`src/rtl/wegt_bram_arbiter.sv`:
```
// Shares six weight BRAM banks between the synapse bus and a single-word host port.
// Define WEGT_ARB_STARVE_GUARD_EN to force a host slot after MAX_WAIT busy cycles.
module wegt_bram_arbiter #(
    parameter int NUM_BANK  = 6,
    parameter int DWIDTH    = 64,
    parameter int AWIDTH    = 9,
    parameter int MEM_DEPTH = 432,
    parameter int MAX_WAIT  = 16
) (
    input  logic                       clk,
    input  logic                       reset,
    input  logic [NUM_BANK*DWIDTH-1:0] i_syn_d,
    input  logic [NUM_BANK*AWIDTH-1:0] i_syn_addr,
    input  logic [NUM_BANK-1:0]        i_syn_ce,
    input  logic [NUM_BANK-1:0]        i_syn_we,
    output logic [NUM_BANK*DWIDTH-1:0] o_syn_q,
    output logic                       o_syn_stall,
    output logic [NUM_BANK*DWIDTH-1:0] d,
    output logic [NUM_BANK*AWIDTH-1:0] addr,
    output logic [NUM_BANK-1:0]        ce,
    output logic [NUM_BANK-1:0]        we,
    input  logic [NUM_BANK*DWIDTH-1:0] q,
    input  logic                       i_host_req,
    input  logic                       i_host_we,
    input  logic [2:0]                 i_host_bank,
    input  logic [AWIDTH-1:0]          i_host_addr,
    input  logic [DWIDTH-1:0]          i_host_wdata,
    output logic                       o_host_ready,
    output logic                       o_host_done,
    output logic                       o_host_err,
    output logic [DWIDTH-1:0]          o_host_rdata
);

    typedef enum logic [1:0] {
        S_IDLE,
        S_PEND,
        S_ISSUE,
        S_RDAT
    } state_t;

    state_t              r_state;
    logic [2:0]          r_bank;
    logic [AWIDTH-1:0]   r_addr;
    logic                r_we;
    logic [DWIDTH-1:0]   r_wdata;
    logic                r_ready;
    logic                r_done;
    logic                r_err;
    logic [DWIDTH-1:0]   r_rdata;

    logic                w_busy;
    logic                w_bad;
    logic                w_issue;
    logic [DWIDTH-1:0]   w_q_bank;

`ifdef WEGT_ARB_STARVE_GUARD_EN
    localparam int CW = $clog2(MAX_WAIT + 1);
    logic [CW-1:0]       r_cnt;
    logic                r_stall;
    logic                w_force;

    assign w_force     = (r_cnt == CW'(MAX_WAIT));
    assign o_syn_stall = r_stall;
`else
    assign o_syn_stall = 1'b0;
`endif

    assign o_syn_q      = q;
    assign o_host_ready = r_ready;
    assign o_host_done  = r_done;
    assign o_host_err   = r_err;
    assign o_host_rdata = r_rdata;

    assign w_bad   = (32'(i_host_bank) >= NUM_BANK) ||
                     (32'(i_host_addr) >= MEM_DEPTH);
    // Reset drops the host override in the same cycle
    assign w_issue = (r_state == S_ISSUE) && !reset;

    always_comb begin
        w_busy   = 1'b0;
        w_q_bank = '0;
        for (int b = 0; b < NUM_BANK; b++) begin
            if (32'(r_bank) == b) begin
                w_busy   = i_syn_ce[b];
                w_q_bank = q[b*DWIDTH +: DWIDTH];
            end
        end
    end

    always_comb begin
        d    = i_syn_d;
        addr = i_syn_addr;
        ce   = i_syn_ce;
        we   = i_syn_we;
        for (int b = 0; b < NUM_BANK; b++) begin
            if (w_issue && 32'(r_bank) == b) begin
                ce[b]                    = 1'b1;
                we[b]                    = r_we;
                addr[b*AWIDTH +: AWIDTH] = r_addr;
                d[b*DWIDTH +: DWIDTH]    = r_wdata;
            end
        end
    end

    always_ff @(posedge clk) begin
        if (reset) begin
            r_state <= S_IDLE;
            r_bank  <= '0;
            r_addr  <= '0;
            r_we    <= 1'b0;
            r_wdata <= '0;
            r_ready <= 1'b1;
            r_done  <= 1'b0;
            r_err   <= 1'b0;
            r_rdata <= '0;
`ifdef WEGT_ARB_STARVE_GUARD_EN
            r_cnt   <= '0;
            r_stall <= 1'b0;
`endif
        end else begin
            r_done <= 1'b0;
            r_err  <= 1'b0;
`ifdef WEGT_ARB_STARVE_GUARD_EN
            r_stall <= 1'b0;
`endif
            unique case (r_state)
                S_IDLE: begin
                    if (r_ready && i_host_req) begin
                        r_bank  <= i_host_bank;
                        r_addr  <= i_host_addr;
                        r_we    <= i_host_we;
                        r_wdata <= i_host_wdata;
                        r_ready <= 1'b0;
                        if (w_bad) begin
                            r_done <= 1'b1;
                            r_err  <= 1'b1;
                        end else begin
                            r_state <= S_PEND;
                        end
                    end else begin
                        r_ready <= 1'b1;
                    end
                end
                S_PEND: begin
`ifdef WEGT_ARB_STARVE_GUARD_EN
                    if (!w_busy || w_force) begin
                        r_state <= S_ISSUE;
                        r_cnt   <= '0;
                        r_stall <= w_busy;
                    end else begin
                        r_cnt <= r_cnt + 1'b1;
                    end
`else
                    if (!w_busy) begin
                        r_state <= S_ISSUE;
                    end
`endif
                end
                S_ISSUE: begin
                    if (r_we) begin
                        r_state <= S_IDLE;
                        r_done  <= 1'b1;
                    end else begin
                        r_state <= S_RDAT;
                    end
                end
                S_RDAT: begin
                    r_rdata <= w_q_bank;
                    r_done  <= 1'b1;
                    r_state <= S_IDLE;
                end
                default: r_state <= S_IDLE;
            endcase
        end
    end

endmodule

```
`config.mk`:
```
export PLATFORM = sky130hd
export DESIGN_NAME = wegt_bram_arbiter
export DESIGN_NICKNAME = d
export VERILOG_FILES = /design/src/rtl/wegt_bram_arbiter.sv
export SDC_FILE = /design/constraint.sdc
export NUM_CORES = 1
export LEC_CHECK = 0
export CAP_MARGIN = 20
export CORE_AREA = 2 2 709 711
export CTS_CLUSTER_DIAMETER = 30
export DETAILED_ROUTE_END_ITERATION = 7
export DIE_AREA = 0 0 711 713
export PLACE_DENSITY = 0.3
export REMOVE_ABC_BUFFERS = 1
export SLEW_MARGIN = 20
export SYNTH_ARGS = -nofsm -noshare
export SYNTH_HDL_FRONTEND = slang
export SYNTH_SLANG_ARGS = --single-unit
```
`constraint.sdc`:
```
create_clock -name clk -period 2.25 [get_ports clk]
set_clock_uncertainty 0.15 [all_clocks]
set_input_delay 0.5625 -clock clk [delete_from_list [all_inputs] [get_ports clk]]
set_output_delay 0.5625 -clock clk [all_outputs]
set_load 0.005 [all_outputs]
```
==> impl_metrics.py <==
metrics = {
    "pwr": {
        "power.density_cell_area_nw_per_um2": 369.3,
        "vdd_ir_drop_max_v": 0.0003833,
        "power_frac_seq_pct": 16.9,
        "sw_frac_of_total_pct": 45.21,
        "power_frac_comb_pct": 60.2,
        "net-switching-power_uw": 8674,
        "internal-power_uw": 10510,
        "power.clock.fraction_pct": 22.9,
        "cellLeakagePower_uw": 0.01950,
    },
    "routing": {
        "post_dr_vias_cell": 2.513,
        "detail_route.iter0.violations": 2165,
        "drt-wirelength-per-cell_um": 42.64,
        "antenna_left": 0,
        "drt-total-wl_mm": 459.0,
        "route.vias.total": 27050,
        "drt-pass1-iter-count": 6,
        "drc_errors": 0,
    },
    "setup_path": {
        "crit_path_end_kind": "output pin",
        "timing.critical_path.arrival_ns": 2.84,
        "worst-endpoint-required_ns": 1.54,
        "critPathLaunchType": "flop",
        "worst-path-max-fanout": 5,
        "worstSetupPathType": "reg2out",
    },
    "min_path": {
        "hold_class": "reg2reg",
    },
    "place": {
        "dp_hpwl_mm": 416.0,
        "number_of_buffer_cells_added_on_primary_ports": 1814,
        "placedCellCount": 10400,
        "place.gp.congestion": 1.046,
        "post_place_setup_slack_ns": -1.161,
    },
    "run_status": {
        "run_status": "finished with violations",
        "violations": "negative setup slack",
    },
    "sta": {
        "worst_pin_slew_ns": 1.093,
        "achievable-frequency_mhz": 281.9,
        "finalHoldViolCount": 0,
        "timing.final.crit_period_ns": 3.548,
        "final_critical_path_setup_slack_ns": -1.298,
        "layout_worst_path_cycle_share_pct": 157.7,
        "setup_viol": 814,
        "rsz0062_at_grt": "true",
        "slew_headroom_pct": 26.85,
        "final_max_slew_viols": 0,
    },
    "clock_network": {
        "clkLatencyLatePin_ns": 0.64,
        "cts_num_sinks": 146,
        "tritoncts.num_buffers": 21,
        "root_buffer": "sky130_fd_sc_hd__clkbuf_16",
        "cts_tree": "done",
        "clock_tree.buffer_depth": 3,
        "path_clk_slew_ns": 0.09,
        "ctsHtreeMaxLevel": 4,
    },
    "yosys": {
        "post_synth_inst_count": 1909,
        "post_synth_num_cell_types": 41,
        "synth_area_um2": 16350,
        "synth.yosys.seq_area_share_pct": 17.88,
        "synth.avg_cell_area_um2": 8.562,
        "postSynthRegisterBits": 146,
        "primary_flip_flop_cell_chosen_by_synthesis_mapping": "sky130_fd_sc_hd__dfxtp_1",
        "async_set_or_reset_flop_fraction_in_the_synthesized_netlist_pct": 0,
        "synth_enable_flop_cells": 0,
        "yosysWarningCount": 0,
    },
    "global_routing": {
        "grt_pass1_vias": 26030,
        "gr-total-overflow": 0,
        "grt_first_pass_wirelength_mm": 518.1,
        "grt_start_max_net_pins": 77,
        "gr-usage-all-layers_pct": 17.26,
        "antenna_violations_before_repair": 439,
    },
    "floorplanning": {
        "core_area_um2": 499700,
        "starting_density_of_the_core_pct": 3.271,
        "num_io_pins": 1816,
        "design.die.area_um2": 506900,
        "die_h_um": 713,
        "placement_rows": 260,
        "fp.dieW_um": 711,
    },
    "layout": {
        "register_area_um2": 2939,
        "final_nets": 4867,
        "final_common_cell": "sky130_fd_sc_hd__clkdlybuf4s50_1",
        "fin_cells": 10770,
        "ratio_of_cells_with_drive_above_1_in_the_final_layout_pct": 47.49,
        "synthToLayoutAreaGrowth_pct": 217.8,
        "final.fill_count": 57730,
        "layout.cells.most_common_list": "sky130_fd_sc_hd__clkdlybuf4s50_1, sky130_fd_sc_hd__buf_4, sky130_fd_sc_hd__buf_12, sky130_fd_sc_hd__mux2_4, sky130_fd_sc_hd__nand2_1",
        "area_of_the_multi_input_gates_um2": 10760,
    },
    "job": {
        "maxCapViolCount": 0,
    },
}
-- Yosys cell counts (2+ instances only) --
cell type,instances,area (um^2)
sky130_fd_sc_hd__buf_2,69,345.3
sky130_fd_sc_hd__o2bb2ai_1,32,280.3
sky130_fd_sc_hd__o22ai_1,32,200.2
sky130_fd_sc_hd__o21ai_1,12,60.06
sky130_fd_sc_hd__nor2b_1,2,12.51
sky130_fd_sc_hd__o221ai_1,127,1112
sky130_fd_sc_hd__nand2_1,222,833.3
sky130_fd_sc_hd__nand3_1,5,25.02
sky130_fd_sc_hd__nor3_1,2,10.01
sky130_fd_sc_hd__buf_1,14,52.55
sky130_fd_sc_hd__dfxtp_1,146,2923
sky130_fd_sc_hd__and3_1,3,18.77
sky130_fd_sc_hd__a21oi_1,78,390.4
sky130_fd_sc_hd__o21a_1,31,232.7
sky130_fd_sc_hd__and2_1,2,12.51
sky130_fd_sc_hd__nor2_1,73,274.0
sky130_fd_sc_hd__nand2b_1,10,62.56
sky130_fd_sc_hd__clkbuf_1,61,229.0
sky130_fd_sc_hd__mux2i_1,33,330.3
sky130_fd_sc_hd__buf_4,403,3025
sky130_fd_sc_hd__mux2_2,329,3705
sky130_fd_sc_hd__a21o_1,2,15.01
sky130_fd_sc_hd__a221oi_1,33,289.0
sky130_fd_sc_hd__o21ai_0,24,120.1
sky130_fd_sc_hd__or2_2,2,12.51
sky130_fd_sc_hd__mux2_1,147,1655
-- power by group through the flow --
stage          clock network [uW]  registers [uW]  logic (uW)
2_1_floorplan                   0            3220        1690
3_3_place_gp                    0            3290       11500
3_5_place_dp                    0            3290       11400
4_1_cts                      4750            3230       11600
5_1_grt                      4660            3270       12000
6_report                     4400            3230       11500
-- critical path: stages, from the launching register on --
cell                      delay (ns)
sky130_fd_sc_hd__dfxtp_4        0.48
sky130_fd_sc_hd__nand2_4        0.09
sky130_fd_sc_hd__buf_6          0.13
sky130_fd_sc_hd__nor4_4         0.35
sky130_fd_sc_hd__buf_12         0.18
sky130_fd_sc_hd__buf_12         0.11
sky130_fd_sc_hd__buf_16         0.12
sky130_fd_sc_hd__buf_12         0.11
sky130_fd_sc_hd__buf_8          0.11
sky130_fd_sc_hd__buf_6          0.10
sky130_fd_sc_hd__mux2_4         0.29
sky130_fd_sc_hd__buf_6          0.12
-- layout make-up --
class | count | area share [%]
clock buffers | 23 | 1.045
flip-flops and latches | 146 | 5.658
diodes | 122 | 0.5877
clock inverters | 10 | 0.2698
inverters | 3 | 0.02168
well taps | 6681 | 16.09
repair buffers | 2568 | 55.62
multi-input cells | 1213 | 20.71
-- worst paths after layout --
kind,start,cells past startpoint,slack [ns],endpoint
max reg2reg,r_state[0],9,-0.96,r_wdata[38]
min,o_host_rdata[26],2,0.31,o_host_rdata[26]
max,r_bank[2],11,-1.30,d[362]
min reg2reg,o_host_rdata[26],2,0.31,o_host_rdata[26]
-- per-layer routing --
metal,track usage [%],vias to the layer above,routed length [um]
li1,-,10820,-
met1,20.54,13410,186600
met2,28.61,2006,211300
met3,7.585,682,46780
met4,3.514,134,13430
met5,0,-,900
-- flip-flops by register name, summed over array words and instances (netlist names) --
name and cells:
o_host_rdata 64, r_wdata 64, r_addr 9, r_bank 3
r_state 2, o_host_done 1, o_host_err 1, o_host_ready 1
r_we 1
-- cell families (layout without fill, tap and decap cells) --
group           count (synthesis)  count (layout)  synth area share, %
flops                         146             146                17.88
other cells                     1             123              0.02294
compound gates                375             375                16.74
buf+inv                       550            2604                22.41
mux                           509             509                34.81
simple gates                  328             328                8.129
-- stage by stage --
step	utilization [%]	TNS, ns	power (uW)	area [um^2]	hold WS, ns
after detailed placement	9.471	-513.30	14730	47320	0.2946
after CTS	9.972	-702.79	19600	49830	0.2062
final	10.40	-595.34	19190	51940	0.3074
after global routing	10.35	-675.68	19970	51740	0.2804
after floorplan	-	-2667.24	4911	12690	0.2959
after global placement	9.471	-517.94	14790	47320	0.2981
-- repair_timing --
item / in CTS / in global routing
setup buffers: 89 / 119
hold buffers: 0 / 0
gates resized for setup: 694 / 634
gates cloned: 13 / 10
endpoints found under the setup margin: 847 / 836
pin swaps: 6 / 8
Power figures use the tool's default switching activity.
